$ cat config.mk
export PLATFORM = sky130hd
export DESIGN_NAME = bias_loader
export DESIGN_NICKNAME = d
export VERILOG_FILES = /design/src/rtl/nn_pkg.sv /design/src/rtl/bias_loader.sv
export SDC_FILE = /design/constraint.sdc
export NUM_CORES = 1
export LEC_CHECK = 0
export BUFFER_PORTS_ARGS = -buffer_cell sky130_fd_sc_hd__buf_2
export CORE_UTILIZATION = 40
export DETAILED_ROUTE_END_ITERATION = 12
export PLACE_DENSITY = 0.61
export SLEW_MARGIN = 20
export SYNTH_ARGS = -nofsm -noshare
export SYNTH_HDL_FRONTEND = slang
export SYNTH_SLANG_ARGS = --single-unit
$ cat constraint.sdc
create_clock -name clk -period 10.25 [get_ports clk]
set_input_delay 0.5125 -clock clk [delete_from_list [all_inputs] [get_ports clk]]
set_output_delay 0.5125 -clock clk [all_outputs]
set_load 0.02 [all_outputs]
$ cat src/rtl/nn_pkg.sv
// rtl/nn_pkg.sv - shared layer-pipeline word type and bias loader state encoding
// Also imported by the bias-add stage, so DATA_W changes here apply to both sides.
package nn_pkg;

    localparam int DATA_W = 16;

    typedef logic signed [DATA_W-1:0] data_type;

    typedef enum logic [1:0] {
        LD_FILL   = 2'd0,
        LD_COMMIT = 2'd1,
        LD_DROP   = 2'd2
    } loader_state_e;

endpackage

$ cat src/rtl/bias_loader.sv
// rtl/bias_loader.sv - streams M bias words into a shadow buffer and commits them atomically to b
// Optional trailing checksum word per frame: define BIAS_LOADER_CHECKSUM_EN.
module bias_loader
    import nn_pkg::*;
#(
    parameter int M = 5
) (
    input  logic     clk,
    input  logic     reset,
    input  data_type s_data,
    input  logic     s_valid,
    input  logic     s_last,
    output logic     s_ready,
    input  logic     hold,
    output data_type b [0:M-1][0:0],
    output logic     b_valid,
    output logic     commit,
    output logic     err_len,
    output logic     err_csum
);

    localparam int                IDX_W    = (M > 1) ? $clog2(M) : 1;
    localparam logic [IDX_W-1:0]  IDX_LAST = IDX_W'(M - 1);

    loader_state_e    state_q, state_d;
    logic [IDX_W-1:0] idx_q, idx_d;
    logic             s_ready_q, s_ready_d;
    logic             b_valid_q, b_valid_d;
    logic             commit_q, commit_d;
    logic             err_len_q, err_len_d;
    logic             shadow_wr;
    logic             xfer;

    data_type shadow_q [M];
    data_type active_q [M];

`ifdef BIAS_LOADER_CHECKSUM_EN
    data_type sum_q, sum_d;
    logic     csum_phase_q, csum_phase_d;
    logic     err_csum_q, err_csum_d;
`endif

    assign xfer = s_valid && s_ready_q;

    always_ff @(posedge clk or posedge reset) begin
        if (reset) begin
            state_q   <= LD_FILL;
            idx_q     <= '0;
            s_ready_q <= 1'b0;
            b_valid_q <= 1'b0;
            commit_q  <= 1'b0;
            err_len_q <= 1'b0;
        end else begin
            state_q   <= state_d;
            idx_q     <= idx_d;
            s_ready_q <= s_ready_d;
            b_valid_q <= b_valid_d;
            commit_q  <= commit_d;
            err_len_q <= err_len_d;
        end
    end

`ifdef BIAS_LOADER_CHECKSUM_EN
    always_ff @(posedge clk or posedge reset) begin
        if (reset) begin
            sum_q        <= '0;
            csum_phase_q <= 1'b0;
            err_csum_q   <= 1'b0;
        end else begin
            sum_q        <= sum_d;
            csum_phase_q <= csum_phase_d;
            err_csum_q   <= err_csum_d;
        end
    end
`endif

    always_comb begin
        state_d   = state_q;
        idx_d     = idx_q;
        shadow_wr = 1'b0;
        commit_d  = 1'b0;
        err_len_d = 1'b0;
`ifdef BIAS_LOADER_CHECKSUM_EN
        sum_d        = sum_q;
        csum_phase_d = csum_phase_q;
        err_csum_d   = 1'b0;
`endif
        case (state_q)
            LD_FILL: begin
                if (xfer) begin
`ifdef BIAS_LOADER_CHECKSUM_EN
                    if (csum_phase_q) begin
                        // checksum word: the running sum already covers all M data words
                        csum_phase_d = 1'b0;
                        sum_d        = '0;
                        if (!s_last) begin
                            err_len_d = 1'b1;
                            state_d   = LD_DROP;
                        end else if (s_data == sum_q) begin
                            state_d = LD_COMMIT;
                        end else begin
                            err_csum_d = 1'b1;
                        end
                    end else begin
                        shadow_wr = 1'b1;
                        sum_d     = sum_q + s_data;
                        if (s_last) begin
                            err_len_d = 1'b1;
                            idx_d     = '0;
                            sum_d     = '0;
                        end else if (idx_q == IDX_LAST) begin
                            idx_d        = '0;
                            csum_phase_d = 1'b1;
                        end else begin
                            idx_d = idx_q + IDX_W'(1);
                        end
                    end
`else
                    shadow_wr = 1'b1;
                    if (idx_q == IDX_LAST) begin
                        idx_d = '0;
                        if (s_last) begin
                            state_d = LD_COMMIT;
                        end else begin
                            err_len_d = 1'b1;
                            state_d   = LD_DROP;
                        end
                    end else if (s_last) begin
                        err_len_d = 1'b1;
                        idx_d     = '0;
                    end else begin
                        idx_d = idx_q + IDX_W'(1);
                    end
`endif
                end
            end
            LD_COMMIT: begin
                // shadow stays intact while the datapath holds off the swap
                if (!hold) begin
                    commit_d = 1'b1;
                    idx_d    = '0;
                    state_d  = LD_FILL;
                end
            end
            LD_DROP: begin
                if (xfer && s_last) begin
                    idx_d   = '0;
                    state_d = LD_FILL;
                end
            end
            default: begin
                idx_d   = '0;
                state_d = LD_FILL;
            end
        endcase
        s_ready_d = (state_d != LD_COMMIT);
        b_valid_d = b_valid_q || commit_d;
    end

    for (genvar i = 0; i < M; i++) begin : g_row
        always_ff @(posedge clk or posedge reset) begin
            if (reset) begin
                shadow_q[i] <= '0;
                active_q[i] <= '0;
            end else begin
                if (shadow_wr && (idx_q == IDX_W'(i))) begin
                    shadow_q[i] <= s_data;
                end
                if (commit_d) begin
                    active_q[i] <= shadow_q[i];
                end
            end
        end
        assign b[i][0] = active_q[i];
    end

    assign s_ready = s_ready_q;
    assign b_valid = b_valid_q;
    assign commit  = commit_q;
    assign err_len = err_len_q;
`ifdef BIAS_LOADER_CHECKSUM_EN
    assign err_csum = err_csum_q;
`else
    assign err_csum = 1'b0;
`endif

endmodule

; Word-level counts from Yosys, hierarchy flattened
; Index checks and enable logic that the tools add are counted.
[word_totals]
regBits = 169
in_bits = 21
out_inout_bits = 85
elab_cells = 59
[classes]
addsub = 1
eq_ne = 10
mux = 21
n_reduce_logical = 11
[ops]
columns = operator, count
row1 = two-way mux 3 bit, 5
row2 = two-way mux 2 bit, 5
row3 = two-way mux 1 bit, 9
row4 = one-hot mux 3 bit (3 select lines), 1
row5 = logical AND 1 bit, 7
row6 = == test 3 x 2 -> 1 bit (second input constant), 2
row7 = != test 2 bit (second input constant), 3
row8 = one-hot mux 2 bit (3 select lines), 1
row9 = adder 3 x 1 -> 3 bit (second input constant), 1
row10 = == test 3 x 1 -> 1 bit (second input constant), 1
row11 = == test 3 bit (second input constant), 1
row12 = logical NOT 3 bit, 1
row13 = AND reduction 3 bit, 1
row14 = == test 2 x 1 -> 1 bit (second input constant), 1
row15 = == test 2 bit (second input constant), 1
row16 = logical NOT 2 bit, 1
row17 = != test 2 x 1 -> 1 bit (second input constant), 1
row18 = logical OR 1 bit, 1

; Logic depth before layout (Yosys ltp)
; Gate-level depths: netlist (run 1).
[logic_depth]
ltp_word = 5
mapped_depth = 6
depth_no_buf = 5

; Worst setup path after synthesis (run 1)
; No wires, ideal clock.
[synth_path]
path_kind = in2reg
from = input s_valid
to = register shadow_q[0] in the netlist's numbering
setup_time_ns = 0.125
arrival_time_ns = 1.564
required_time_ns = 10.125
path_slack_ns = 8.561
path_stages = 6
path_buffers = 3
path_cell_list = and4bb_1 -> buf_6 -> and3_4 -> buf_6 -> buf_12 -> mux2_4
[synth_between]
elab_chain_len = 4
[synth_rtl]
columns = item, line_no
row1 = start: declaration, bias_loader.sv:11  ; input logic s_valid,
row2 = logical AND 1 bit, bias_loader.sv:43  ; assign xfer = s_valid && s_ready_q;
row3 = two-way mux 1 bit, bias_loader.sv:90  ; if (xfer) begin
row4 = two-way mux 1 bit, bias_loader.sv:88  ; case (state_q)
row5 = logical AND 1 bit, bias_loader.sv:166  ; if (shadow_wr && (idx_q == IDX_W'(i))) begin
row6 = end signal: indexed assignment, bias_loader.sv:167  ; shadow_q[i] <= s_data;
row7 = end: declaration, bias_loader.sv:34  ; data_type shadow_q [M];
; No other way between the ends.
; A chain may end at the register's enable or synchronous reset.

; Worst setup path in the final report (run 1)
[layout_path]
from = register state_q[1]
to = register shadow_q[71] in the netlist's numbering
[layout_between]
elab_chain_len = 3
[layout_rtl]
columns = item, line_no
row1 = start: declaration, bias_loader.sv:25  ; loader_state_e state_q, state_d;
row2 = start signal: assignment, bias_loader.sv:54  ; state_q <= state_d;
row3 = logical NOT 2 bit, bias_loader.sv:88
row4 = two-way mux 1 bit, bias_loader.sv:88
row5 = logical AND 1 bit, bias_loader.sv:166
; No other way between the ends.

==> results of run 1 <==
[logic make-up after synthesis]
logic type,after synthesis,share of synthesized area (%)
AOI/OAI and AO/OA,11,1.105
xor gates and xnor gates,1,0.1358
adders and majority gates,5,0.9696
buffers and inverters,22,2.075
DFF,169,65.54
muxes,160,28.39
other,1,0.05812
and+or+nand+nor,16,1.726
[flip-flops by register name (all words and copies together) (netlist names)]
name	flops
b_valid	1
b	80
shadow_q	80
state_q	2
err_len	1
commit	1
s_ready	1
idx_q	3
[cell usage in the layout (no fill, tap or decap), types with 2 or more instances in the layout]
cell type | synthesis | routed
dfrtp_1 | 169 | 169
mux2_2 | 152 | 152
buf_2 | 13 | 104
clkbuf_16 | 0 | 17
mux2_4 | 8 | 8
ha_1 | 5 | 5
bufinv_16 | 0 | 5
inv_1 | 5 | 4
o21ai_0 | 4 | 4
nand3_2 | 3 | 3
nand2_1 | 3 | 3
nor2b_1 | 2 | 2
inv_6 | 0 | 2
o22ai_1 | 2 | 2
clkinv_2 | 0 | 2
clkinv_4 | 0 | 2
clkbuf_8 | 0 | 2
buf_6 | 2 | 2
[synth_stat cells, drive strengths merged]
cell,instances
a22oi,1
o22ai,2
inv,5
ha,5
o21ai,4
nor2b,2
buf,17
and3,1
dfrtp,169
or2,1
nand3,4
a311oi,1
and2,1
nand2,4
xnor2,1
a41oi,1
conb,1
a22o,1
mux2,160
nor3,2
and4bb,1
a21oi,1
[routing by layer]
layer  vias up  GRT usage, %  routed length [um]
li1       1570             -                   -
met1      1792         20.98                5371
met5         -             0                   0
met3        15         4.170                 516
met4         0         6.436                 217
met2        71         25.37                5988
[power by group]
part / total (mW) / internal (mW) / switching (mW)
Clock: 0.697 / 0.445 / 0.252
Combinational: 0.579 / 0.296 / 0.282
Sequential: 1.03 / 0.912 / 0.120
[per-stage QoR]
| step | area, sq um | hold WS, ps | util [%] |
|---|---|---|---|
| after global placement | 7153 | 447.2 | 45.19 |
| after CTS | 7804 | 269.9 | 49.30 |
| final | 7811 | 216.9 | 49.35 |
| after detailed placement | 7153 | 449.0 | 45.19 |
| after global routing | 7811 | 301.9 | 49.35 |
| after floorplan | 6452 | 473.6 | - |
[final cells by class]
cell class / instances / area (sq um)
Fill cell: 1360 / 8016
Sequential cell: 169 / 4229
Multi-Input combinational cell: 194 / 2095
Tap cell: 216 / 270.3
Clock inverter: 11 / 193.9
Inverter: 5 / 23.77
Timing Repair Buffer: 106 / 543.0
Clock buffer: 20 / 456.7
[final timing paths]
path                                            from                  endpoint  slack [ps]
max in group asynchronous                      reset  shadow_q[48]$_DFFE_PP0P_        8760
worst min-delay path                           reset         b[15]$_DFFE_PP0P_         220
worst max register to register  state_q[1]$_DFF_PP0_  shadow_q[71]$_DFFE_PP0P_        8220
worst max-delay path            state_q[1]$_DFF_PP0_  shadow_q[71]$_DFFE_PP0P_        8220
min in group clk                             s_valid      state_q[1]$_DFF_PP0_         360
worst min register to register     b_valid$_DFF_PP0_         b_valid$_DFF_PP0_         460
==> report_table.html, run 1 <==
<table>
<tr><th>Metric</th><th>Value</th></tr>
<tr><th colspan="2">Status</th></tr>
<tr><td>Outcome</td><td>finished clean</td></tr>
<tr><th colspan="2">Yosys</th></tr>
<tr><td>Synth Cell Area</td><td>between 6000 and 7000 sq um</td></tr>
<tr><td>Share of the synthesized area in the top cell type</td><td>65.54%</td></tr>
<tr><td>Post-synthesis register bit count</td><td>~170</td></tr>
<tr><td>Average cell area after synthesis</td><td>16.76 sq um</td></tr>
<tr><td>Count of mapped cells out of synthesis</td><td>385</td></tr>
<tr><td>Syn nets</td><td>411</td></tr>
<tr><td>Dominant cell type by area after synthesis</td><td>dfrtp_1</td></tr>
<tr><td>Yosys warning count</td><td>0</td></tr>
<tr><td>Seq/Total Area, Yosys</td><td>65.54%</td></tr>
<tr><td>Library cells used by synthesis</td><td>28</td></tr>
<tr><td>Top area cells in the synthesized netlist</td><td>dfrtp_1, mux2_2, mux2_4, buf_2, ha_1</td></tr>
<tr><th colspan="2">Finish</th></tr>
<tr><td>Finished Layout Cells</td><td>just over 700</td></tr>
<tr><td>Count of inserted antenna diode cells</td><td>0</td></tr>
<tr><td>Fraction of final layout cells sized beyond drive strength 1</td><td>60.20%</td></tr>
<tr><td>Area growth, synth to finish</td><td>21.06%</td></tr>
<tr><td># nets final</td><td>519</td></tr>
<tr><th colspan="2">Floorplan</th></tr>
<tr><td>Number of primary I/O pins</td><td>106</td></tr>
<tr><td>Die Y</td><td>129.0 um</td></tr>
<tr><td>Floorplan die width</td><td>129.0 um</td></tr>
<tr><td>Standard cell core area</td><td>15830 sq um</td></tr>
<tr><td>Effective utilization at floorplan</td><td>40.77%</td></tr>
<tr><td>Rows</td><td>46</td></tr>
<tr><td>Die Footprint</td><td>16640 sq um</td></tr>
<tr><th colspan="2">Worst setup path</th></tr>
<tr><td>Worst Path Buf+Inv</td><td>0</td></tr>
<tr><td>Category of the critical setup timing path</td><td>register to register</td></tr>
<tr><td>Data arrival at the endpoint of the critical path</td><td>2330 ps</td></tr>
<tr><td>CP max-delay cell</td><td>and4bb_1</td></tr>
<tr><td>Cell breakdown of the critical path</td><td>and4bb_1 -&gt; nand3_2 -&gt; mux2_2</td></tr>
<tr><td>Largest delay share family, worst path</td><td>simple AND/OR/NAND/NOR gates</td></tr>
<tr><td>Required arrival time at the worst endpoint</td><td>10550 ps</td></tr>
<tr><td>Critical path endpoint category</td><td>register</td></tr>
<tr><td>Startpoint type of the worst setup path</td><td>register</td></tr>
<tr><td>Number of gates on the worst path with buffers counted</td><td>3</td></tr>
<tr><td>Largest fanout of any net on the critical path</td><td>16</td></tr>
<tr><td>Largest stage delay, worst path</td><td>between 500 and 600 ps</td></tr>
<tr><td>Depth of the worst register-to-register path</td><td>3</td></tr>
<tr><th colspan="2">Power</th></tr>
<tr><td>Standby leakage power</td><td>3.942 nW</td></tr>
<tr><td>Maximum vdd ir drop</td><td>117.3 uV</td></tr>
<tr><td>Pwr Total</td><td>approximately 2.3 mW</td></tr>
<tr><td>Power per cell area</td><td>295.4 nW/um^2</td></tr>
<tr><th colspan="2">STA</th></tr>
<tr><td>Final Hold Viols</td><td>0</td></tr>
<tr><td>Setup repair after global routing missed its margin</td><td>false</td></tr>
<tr><td>Headroom to the max-slew limit</td><td>44.50%</td></tr>
<tr><td>Final number of max-transition violations</td><td>0</td></tr>
<tr><td>Setup TNS</td><td>0 ps</td></tr>
<tr><td>Final setup violation count</td><td>0</td></tr>
<tr><td>Portion of the clock cycle consumed by the worst path in the final layout</td><td>19.81%</td></tr>
<tr><td>Worst-case setup margin in the final layout</td><td>8220 ps</td></tr>
<tr><td>Min Tclk post-route</td><td>~2000 ps</td></tr>
<tr><td>Clock skew</td><td>7.779 ps</td></tr>
<tr><td>Highest clock rate</td><td>around 500 MHz</td></tr>
<tr><td>Least-Margin Pin Slew</td><td>~830 ps</td></tr>
<tr><th colspan="2">Worst hold path</th></tr>
<tr><td>Worst hold-check path type</td><td>primary input to asynchronous set/reset pin</td></tr>
<tr><th colspan="2">Global routing</th></tr>
<tr><td>GRT overflow</td><td>0</td></tr>
<tr><td>Global-route usage over all layers</td><td>15.98%</td></tr>
<tr><td>Pin count of the biggest net entering global routing</td><td>~90</td></tr>
<tr><td>Wire length of the first global-routing pass</td><td>19.69 mm</td></tr>
<tr><td>Vias in the first global route</td><td>3612</td></tr>
<tr><td>Antenna violations before repair</td><td>0</td></tr>
<tr><th colspan="2">Route</th></tr>
<tr><td>Total wire length</td><td>12.09 mm</td></tr>
<tr><td>Overall via count from detail_route</td><td>3448</td></tr>
<tr><td>Drt first-iter violations</td><td>173</td></tr>
<tr><td>Drt pass-1 iters</td><td>4</td></tr>
<tr><td>Vias/cell</td><td>4.782</td></tr>
<tr><td>Drt wl/cell</td><td>16.77 um</td></tr>
<tr><td>Count of nets left with antenna violations after detail routing</td><td>0</td></tr>
<tr><td>DRC violations left</td><td>0</td></tr>
<tr><th colspan="2">CTS</th></tr>
<tr><td>Number of resized instances in the post-cts repair step</td><td>0</td></tr>
<tr><td>Setup repair bufs after CTS</td><td>0</td></tr>
<tr><td>CTS root buf</td><td>clkbuf_16</td></tr>
<tr><td>TritonCTS Sinks</td><td>169</td></tr>
<tr><td>CTS Buf Count</td><td>17</td></tr>
<tr><td>H-tree depth reported by CTS</td><td>4</td></tr>
<tr><td>Clock Path Buffers</td><td>2</td></tr>
<tr><td>Clock network latency to the later pin of the worst-skew pair</td><td>420 ps</td></tr>
<tr><td>TritonCTS clock tree</td><td>built</td></tr>
<tr><td>Post-CTS Hold Fix Bufs</td><td>0</td></tr>
<tr><td>Worst-path clk slew</td><td>approximately 60 ps</td></tr>
<tr><th colspan="2">Placement</th></tr>
<tr><td>Placed cell count</td><td>690</td></tr>
<tr><td>Number of buffers inserted by port buffering</td><td>104</td></tr>
<tr><td>Setup WS pre-CTS</td><td>7913 ps</td></tr>
<tr><td>Detailed-placement wirelength estimate</td><td>between 7 and 8 mm</td></tr>
<tr><td>RD Place Congestion</td><td>0.6691</td></tr>
<tr><th colspan="2">Run</th></tr>
<tr><td>Max-capacitance violation count</td><td>0</td></tr>
</table>
(Power assumes the default switching activity.)
==> inputs of run 2 (changes only) <==
Clock period 10.25 ns to 2.1 ns, I/O delays scaled along.
==> run 2 against run 1 <==
Effect of this change:
- via count rose by 4.7%
- critical endpoint is now state_q[1]$_DFF_PP0_
- highest routed layer unchanged
- register-to-register slack got worse by 8000 ps
- final area rose by 3.4%
- critical path type unchanged
- clock skew fell by 1.6 ps
==> report_table.html, run 2 (synthesized netlist as in run 1, its figures left out) <==
<table>
<tr><th>Metric</th><th>Value</th></tr>
<tr><th colspan="2">Placement</th></tr>
<tr><td>Detailed-placement wirelength estimate</td><td>8.138 mm</td></tr>
<tr><td>RD Place Congestion</td><td>0.7380</td></tr>
<tr><td>Total placed instance area</td><td>7259 sq um</td></tr>
<tr><td>Number of buffers inserted by port buffering</td><td>~100</td></tr>
<tr><td>Placed cell count</td><td>between 600 and 700</td></tr>
<tr><td>Setup WS pre-CTS</td><td>between 200 and 300 ps</td></tr>
<tr><th colspan="2">Global routing</th></tr>
<tr><td>Global-route usage over all layers</td><td>between 15 and 20%</td></tr>
<tr><td>GRT overflow</td><td>0</td></tr>
<tr><td>Vias in the first global route</td><td>3853</td></tr>
<tr><td>Wire length of the first global-routing pass</td><td>20.72 mm</td></tr>
<tr><td>Antenna violations before repair</td><td>0</td></tr>
<tr><td>Pin count of the biggest net entering global routing</td><td>slightly below 100</td></tr>
<tr><th colspan="2">Floorplan</th></tr>
<tr><td>Floorplan die width</td><td>129.0 um</td></tr>
<tr><td>Standard cell core area</td><td>15830 sq um</td></tr>
<tr><td>Die Y</td><td>roughly 130 um</td></tr>
<tr><td>Number of primary I/O pins</td><td>between 100 and 150</td></tr>
<tr><td>Die Footprint</td><td>16640 sq um</td></tr>
<tr><td>Effective utilization at floorplan</td><td>about two fifths</td></tr>
<tr><td>Rows</td><td>46</td></tr>
<tr><th colspan="2">Worst setup path</th></tr>
<tr><td>Worst Path Buf+Inv</td><td>2</td></tr>
<tr><td>Flop-to-flop setup slack</td><td>~240 ps</td></tr>
<tr><td>Critical path endpoint category</td><td>register</td></tr>
<tr><td>Critical register-to-register path startpoint</td><td>idx_q[0]$_DFFE_PP0P_</td></tr>
<tr><td>Launch point of the critical path</td><td>idx_q[0]$_DFFE_PP0P_</td></tr>
<tr><td>Data arrival at the endpoint of the critical path</td><td>around 2200 ps</td></tr>
<tr><td>Largest stage delay, worst path</td><td>590 ps</td></tr>
<tr><td>Capture instance of the worst register-to-register path</td><td>state_q[1]$_DFF_PP0_</td></tr>
<tr><td>Largest fanout of any net on the critical path</td><td>5</td></tr>
<tr><td>Number of gates on the worst path with buffers counted</td><td>5</td></tr>
<tr><td>Required arrival time at the worst endpoint</td><td>2460 ps</td></tr>
<tr><td>Category of the critical setup timing path</td><td>register to register</td></tr>
<tr><td>Startpoint type of the worst setup path</td><td>register</td></tr>
<tr><td>Largest delay share family, worst path</td><td>buffers and inverters</td></tr>
<tr><td>Depth of the worst register-to-register path</td><td>5</td></tr>
<tr><td>Cell breakdown of the critical path</td><td>inv_1 -&gt; ha_1 -&gt; a41oi_1 -&gt; a311oi_1 -&gt; dlygate4sd3_1</td></tr>
<tr><td>CP max-delay cell</td><td>dlygate4sd3_1</td></tr>
<tr><td>Crit path to</td><td>state_q[1]$_DFF_PP0_</td></tr>
<tr><th colspan="2">STA</th></tr>
<tr><td>Final Hold Viols</td><td>0</td></tr>
<tr><td>Hold slack</td><td>16.99 ps</td></tr>
<tr><td>Clock skew</td><td>6.160 ps</td></tr>
<tr><td>Setup TNS</td><td>0 ps</td></tr>
<tr><td>Least-Margin Pin Slew</td><td>about 540 ps</td></tr>
<tr><td>Portion of the clock cycle consumed by the worst path in the final layout</td><td>88.37%</td></tr>
<tr><td>Final number of max-transition violations</td><td>0</td></tr>
<tr><td>Headroom to the max-slew limit</td><td>between 60% and 70%</td></tr>
<tr><td>Setup repair after global routing missed its margin</td><td>false</td></tr>
<tr><td>Highest clock rate</td><td>538.9 MHz</td></tr>
<tr><td>Worst-case setup margin in the final layout</td><td>244.3 ps</td></tr>
<tr><td>Final setup violation count</td><td>0</td></tr>
<tr><td>Min Tclk post-route</td><td>around 1900 ps</td></tr>
<tr><th colspan="2">CTS</th></tr>
<tr><td>Clock network latency to the later pin of the worst-skew pair</td><td>420 ps</td></tr>
<tr><td>TritonCTS clock tree</td><td>built</td></tr>
<tr><td>Worst-path clk slew</td><td>approximately 60 ps</td></tr>
<tr><td>TritonCTS Sinks</td><td>169</td></tr>
<tr><td>H-tree depth reported by CTS</td><td>4</td></tr>
<tr><td>CTS root buf</td><td>clkbuf_16</td></tr>
<tr><td>Number of resized instances in the post-cts repair step</td><td>0</td></tr>
<tr><td>Setup repair bufs after CTS</td><td>0</td></tr>
<tr><td>Clock Path Buffers</td><td>2</td></tr>
<tr><td>Post-CTS Hold Fix Bufs</td><td>15</td></tr>
<tr><td>CTS Buf Count</td><td>17</td></tr>
<tr><th colspan="2">Power</th></tr>
<tr><td>Maximum vdd ir drop</td><td>643.5 uV</td></tr>
<tr><td>Reported net switching power</td><td>3.255 mW</td></tr>
<tr><td>Internal power</td><td>8.222 mW</td></tr>
<tr><td>Clock network fraction of design power</td><td>slightly above 30%</td></tr>
<tr><td>Share of power burned in registers</td><td>44.0%</td></tr>
<tr><td>Power per cell area</td><td>roughly 1400 nW/um^2</td></tr>
<tr><td>Part of the total power dissipated in combinational logic</td><td>roughly a quarter</td></tr>
<tr><td>Standby leakage power</td><td>4.056 nW</td></tr>
<tr><td>Switching Share</td><td>between 20% and 30%</td></tr>
<tr><th colspan="2">Route</th></tr>
<tr><td>Total wire length</td><td>about 13 mm</td></tr>
<tr><td>Count of nets left with antenna violations after detail routing</td><td>0</td></tr>
<tr><td>Drt first-iter violations</td><td>149</td></tr>
<tr><td>Drt pass-1 iters</td><td>4</td></tr>
<tr><td>Vias/cell</td><td>~5</td></tr>
<tr><td>DRC violations left</td><td>0</td></tr>
<tr><td>Drt wl/cell</td><td>17.02 um</td></tr>
<tr><td>Overall via count from detail_route</td><td>3609</td></tr>
<tr><th colspan="2">Finish</th></tr>
<tr><td>Cell area after layout</td><td>8077 sq um</td></tr>
<tr><td>Highest-count cells in the layout ignoring fill and taps</td><td>dfrtp_1, mux2_2, buf_2, clkbuf_16, dlygate4sd3_1</td></tr>
<tr><td>Area growth, synth to finish</td><td>25.17%</td></tr>
<tr><td># nets final</td><td>540</td></tr>
<tr><td>Fraction of final layout cells sized beyond drive strength 1</td><td>59.01%</td></tr>
<tr><td>Leading cell type in the layout, fill and taps excluded</td><td>dfrtp_1</td></tr>
<tr><td>Finished Layout Cells</td><td>743</td></tr>
<tr><td>Count of inserted antenna diode cells</td><td>0</td></tr>
<tr><th colspan="2">Worst hold path</th></tr>
<tr><td>Worst hold-check path type</td><td>primary input to register</td></tr>
<tr><th colspan="2">Run</th></tr>
<tr><td>Max-capacitance violation count</td><td>0</td></tr>
<tr><th colspan="2">Status</th></tr>
<tr><td>Outcome</td><td>finished clean</td></tr>
</table>
## run 2: cell types whose count changed in the layout (fill, tap and decap cells not counted), sizes merged
| cell | change |
|---|---|
| clkbuf | -1 |
| buf | +6 |
| bufinv | +1 |
| inv | -2 |
| clkinvlp | +2 |
| clkinv | +1 |
| dlygate4sd3 | +15 |
## run 2: worst min-delay path by stage
stage	from	endpoint	slack, ps	depth (start not counted)
final	s_data[1]	shadow_q[49]$_DFFE_PP0P_	20	2
after detailed placement	reset	b[78]$_DFFE_PP0P_	280	3
after global routing	s_data[5]	shadow_q[69]$_DFFE_PP0P_	7	2
after global placement	reset	b[79]$_DFFE_PP0P_	270	3
after CTS	s_data[5]	shadow_q[53]$_DFFE_PP0P_	4	2
after floorplan	s_last	state_q[1]$_DFF_PP0_	210	1
## run 2: cell type report
cell class / count / area (sq um)
Multi-Input combinational cell: 194 / 2095
Tap cell: 216 / 270.3
Clock buffer: 19 / 442.9
Clock inverter: 13 / 224.0
Timing Repair Buffer: 127 / 793.3
Inverter: 5 / 22.52
Sequential cell: 169 / 4229
Fill cell: 1353 / 7751
## run 2: power groups by stage
stage / logic (mW) / clock network [mW] / registers (mW)
4_1_cts: 2.99 / 3.58 / 5.06
3_5_place_dp: 2.96 / 0 / 5.10
3_3_place_gp: 2.87 / 0 / 5.06
6_report: 2.93 / 3.50 / 5.05
2_1_floorplan: 1.61 / 0 / 5.46
5_1_grt: 3.19 / 3.71 / 5.21
## run 2: layer usage
metal	GRT usage [%]	routed length [um]
met5	0	0
met4	8.028	319
met3	4.211	458
met2	26.55	6180
met1	21.65	5691
## run 2: stage by stage
stage,power [mW],utilization (%)
4_1_cts,11.64,51.03
6_report,11.48,51.03
5_1_grt,12.12,51.03
3_5_place_dp,8.061,45.87
3_3_place_gp,7.921,45.87
2_1_floorplan,7.075,-
## run 2: worst register-to-register path, stage by stage, from the launching register on
cell and delay, ps:
dfrtp_1 420, inv_1 100, ha_1 260, a41oi_1 140, a311oi_1 300, dlygate4sd3_1 590
==> inputs of run 3 (changes only) <==
--- a/config.mk
+++ b/config.mk
@@ -10,4 +10,5 @@
 export DETAILED_ROUTE_END_ITERATION = 12
 export PLACE_DENSITY = 0.61
+export SKIP_CTS_REPAIR_TIMING = 1
 export SLEW_MARGIN = 20
 export SYNTH_ARGS = -nofsm -noshare
==> constraint.sdc (replaced) <==
create_clock -name clk -period 2.1 [get_ports clk]
set_input_delay 0.21 -clock clk [delete_from_list [all_inputs] [get_ports clk]]
set_output_delay 0.21 -clock clk [all_outputs]
set_load 0.02 [all_outputs]
==> run 3 against run 2 <==
Effect of this change:
- clock power is 7.4% lower
- die area stayed put
- total power is 2.5% lower
- critical path depth is 1 lower
- largest power group unchanged
==> report_table.html, run 3 (synthesized netlist as in run 1, its figures left out) <==
<table>
<tr><th>Metric</th><th>Value</th></tr>
<tr><th colspan="2">Power</th></tr>
<tr><td>Maximum vdd ir drop</td><td>approximately 600 uV</td></tr>
<tr><td>Standby leakage power</td><td>just under 4 nW</td></tr>
<tr><td>Power per cell area</td><td>around 1400 nW/um^2</td></tr>
<tr><th colspan="2">STA</th></tr>
<tr><td>Final Hold Viols</td><td>0</td></tr>
<tr><td>Min Tclk post-route</td><td>between 1500 and 2000 ps</td></tr>
<tr><td>Setup TNS</td><td>0 ps</td></tr>
<tr><td>Least-Margin Pin Slew</td><td>557.2 ps</td></tr>
<tr><td>Clock skew</td><td>7.366 ps</td></tr>
<tr><td>Final setup violation count</td><td>0</td></tr>
<tr><td>Portion of the clock cycle consumed by the worst path in the final layout</td><td>a little under nine tenths</td></tr>
<tr><td>Highest clock rate</td><td>between 500 and 600 MHz</td></tr>
<tr><td>Headroom to the max-slew limit</td><td>approximately 63%</td></tr>
<tr><td>Setup repair after global routing missed its margin</td><td>false</td></tr>
<tr><td>Final number of max-transition violations</td><td>0</td></tr>
<tr><th colspan="2">CTS</th></tr>
<tr><td>CTS root buf</td><td>clkbuf_16</td></tr>
<tr><td>Worst-path clk slew</td><td>~70 ps</td></tr>
<tr><td>TritonCTS clock tree</td><td>built</td></tr>
<tr><td>Clock network latency to the later pin of the worst-skew pair</td><td>around 420 ps</td></tr>
<tr><td>Clock Path Buffers</td><td>2</td></tr>
<tr><td>H-tree depth reported by CTS</td><td>4</td></tr>
<tr><td>TritonCTS Sinks</td><td>169</td></tr>
<tr><td>CTS Buf Count</td><td>17</td></tr>
<tr><th colspan="2">Global routing</th></tr>
<tr><td>Wire length of the first global-routing pass</td><td>20.19 mm</td></tr>
<tr><td>GRT overflow</td><td>0</td></tr>
<tr><td>Pin count of the biggest net entering global routing</td><td>102</td></tr>
<tr><td>Global-route usage over all layers</td><td>approximately 17%</td></tr>
<tr><td>Vias in the first global route</td><td>~3700</td></tr>
<tr><td>Antenna violations before repair</td><td>0</td></tr>
<tr><th colspan="2">Worst setup path</th></tr>
<tr><td>Largest fanout of any net on the critical path</td><td>51</td></tr>
<tr><td>Required arrival time at the worst endpoint</td><td>2410 ps</td></tr>
<tr><td>Startpoint type of the worst setup path</td><td>register</td></tr>
<tr><td>Data arrival at the endpoint of the critical path</td><td>2120 ps</td></tr>
<tr><td>Category of the critical setup timing path</td><td>register to register</td></tr>
<tr><td>Critical path endpoint category</td><td>register</td></tr>
<tr><th colspan="2">Status</th></tr>
<tr><td>Outcome</td><td>finished clean</td></tr>
<tr><th colspan="2">Route</th></tr>
<tr><td>Total wire length</td><td>12.55 mm</td></tr>
<tr><td>Drt pass-1 iters</td><td>6</td></tr>
<tr><td>Drt first-iter violations</td><td>114</td></tr>
<tr><td>Overall via count from detail_route</td><td>3524</td></tr>
<tr><td>Count of nets left with antenna violations after detail routing</td><td>0</td></tr>
<tr><td>Vias/cell</td><td>4.827</td></tr>
<tr><td>Drt wl/cell</td><td>17.19 um</td></tr>
<tr><td>DRC violations left</td><td>0</td></tr>
<tr><th colspan="2">Placement</th></tr>
<tr><td>Number of buffers inserted by port buffering</td><td>~100</td></tr>
<tr><td>RD Place Congestion</td><td>0.7716</td></tr>
<tr><td>Placed cell count</td><td>697</td></tr>
<tr><td>Detailed-placement wirelength estimate</td><td>8.129 mm</td></tr>
<tr><th colspan="2">Run</th></tr>
<tr><td>Max-capacitance violation count</td><td>0</td></tr>
<tr><th colspan="2">Finish</th></tr>
<tr><td># nets final</td><td>527</td></tr>
<tr><td>Finished Layout Cells</td><td>730</td></tr>
<tr><td>Leading cell type in the layout, fill and taps excluded</td><td>dfrtp_1</td></tr>
<tr><td>Fraction of final layout cells sized beyond drive strength 1</td><td>60.70%</td></tr>
<tr><td>Count of inserted antenna diode cells</td><td>0</td></tr>
<tr><td>Highest-count cells in the layout ignoring fill and taps</td><td>dfrtp_1, mux2_2, buf_2, clkbuf_16, mux2_4</td></tr>
<tr><td>Area growth, synth to finish</td><td>22.28%</td></tr>
<tr><th colspan="2">Floorplan</th></tr>
<tr><td>Floorplan die width</td><td>129.0 um</td></tr>
<tr><td>Standard cell core area</td><td>~16000 sq um</td></tr>
<tr><td>Number of primary I/O pins</td><td>106</td></tr>
<tr><td>Rows</td><td>between 40 and 50</td></tr>
<tr><td>Effective utilization at floorplan</td><td>40.77%</td></tr>
<tr><td>Die Y</td><td>129.0 um</td></tr>
<tr><td>Die Footprint</td><td>16640 sq um</td></tr>
<tr><th colspan="2">Worst hold path</th></tr>
<tr><td>Worst hold-check path type</td><td>primary input to register</td></tr>
</table>
[run 3: cell types whose count changed in the layout (fill, tap and decap cells not counted)]
cell	before	now
clkinv_2	4	1
clkbuf_8	1	4
buf_4	3	5
bufinv_16	6	3
clkinvlp_4	3	6
dlygate4sd3_1	15	1
buf_12	5	4
[run 3: power by group]
part	switching (mW)	internal, mW
clock network	1.25	2.00
logic	1.41	1.49
registers	0.591	4.45
[run 3: final timing paths]
kind,endpoint,depth (start not counted),slack (ps),from
worst min-delay path,state_q[1]$_DFF_PP0_,2,50,s_valid
worst min register to register,b_valid$_DFF_PP0_,1,470,b_valid$_DFF_PP0_
worst max register to register,b[69]$_DFFE_PP0P_,4,290,state_q[0]$_DFF_PP0_
worst max-delay path,b[69]$_DFFE_PP0P_,4,290,state_q[0]$_DFF_PP0_
max in group asynchronous,b[43]$_DFFE_PP0P_,4,1150,reset
min in group asynchronous,b[79]$_DFFE_PP0P_,4,470,reset
[run 3: metrics by stage]
stage	instance area, sq um	setup slack (ps)	total power [mW]	hold slack (ps)	util, %
finish	7890	286.6	11.19	48.19	49.85
detailed placement	7254	289.1	8.052	377.0	45.83
floorplan	6456	-264.7	7.075	316.7	-
global placement	7254	336.4	7.913	372.4	45.83
global route	7890	173.7	11.82	46.75	49.85
CTS	7880	269.0	11.36	-75.37	49.79
[run 3: final cells by class]
cell class | instances | area (sq um)
clock buffers | 22 | 484.2
well taps | 216 | 270.3
inverters | 5 | 22.52
clock inverters | 10 | 141.4
multi-input cells | 194 | 2095
repair buffers | 114 | 648.1
fillers | 1388 | 7938
flip-flops and latches | 169 | 4229
[run 3: critical path, cell delays in order (launching register included)]
cell	delay, ps
dfrtp_1	420
inv_1	110
nor3_2	410
buf_12	330
mux2_2	380
[run 3: routing by layer]
| metal | up-vias | share of wire [%] | track usage (%) |
|---|---|---|---|
| met5 | - | 0 | 0 |
| met4 | 0 | 1.6 | 7.405 |
| met3 | 17 | 3.6 | 4.418 |
| met2 | 67 | 50 | 26.80 |
| met1 | 1845 | 45 | 20.81 |
| li1 | 1595 | - | - |
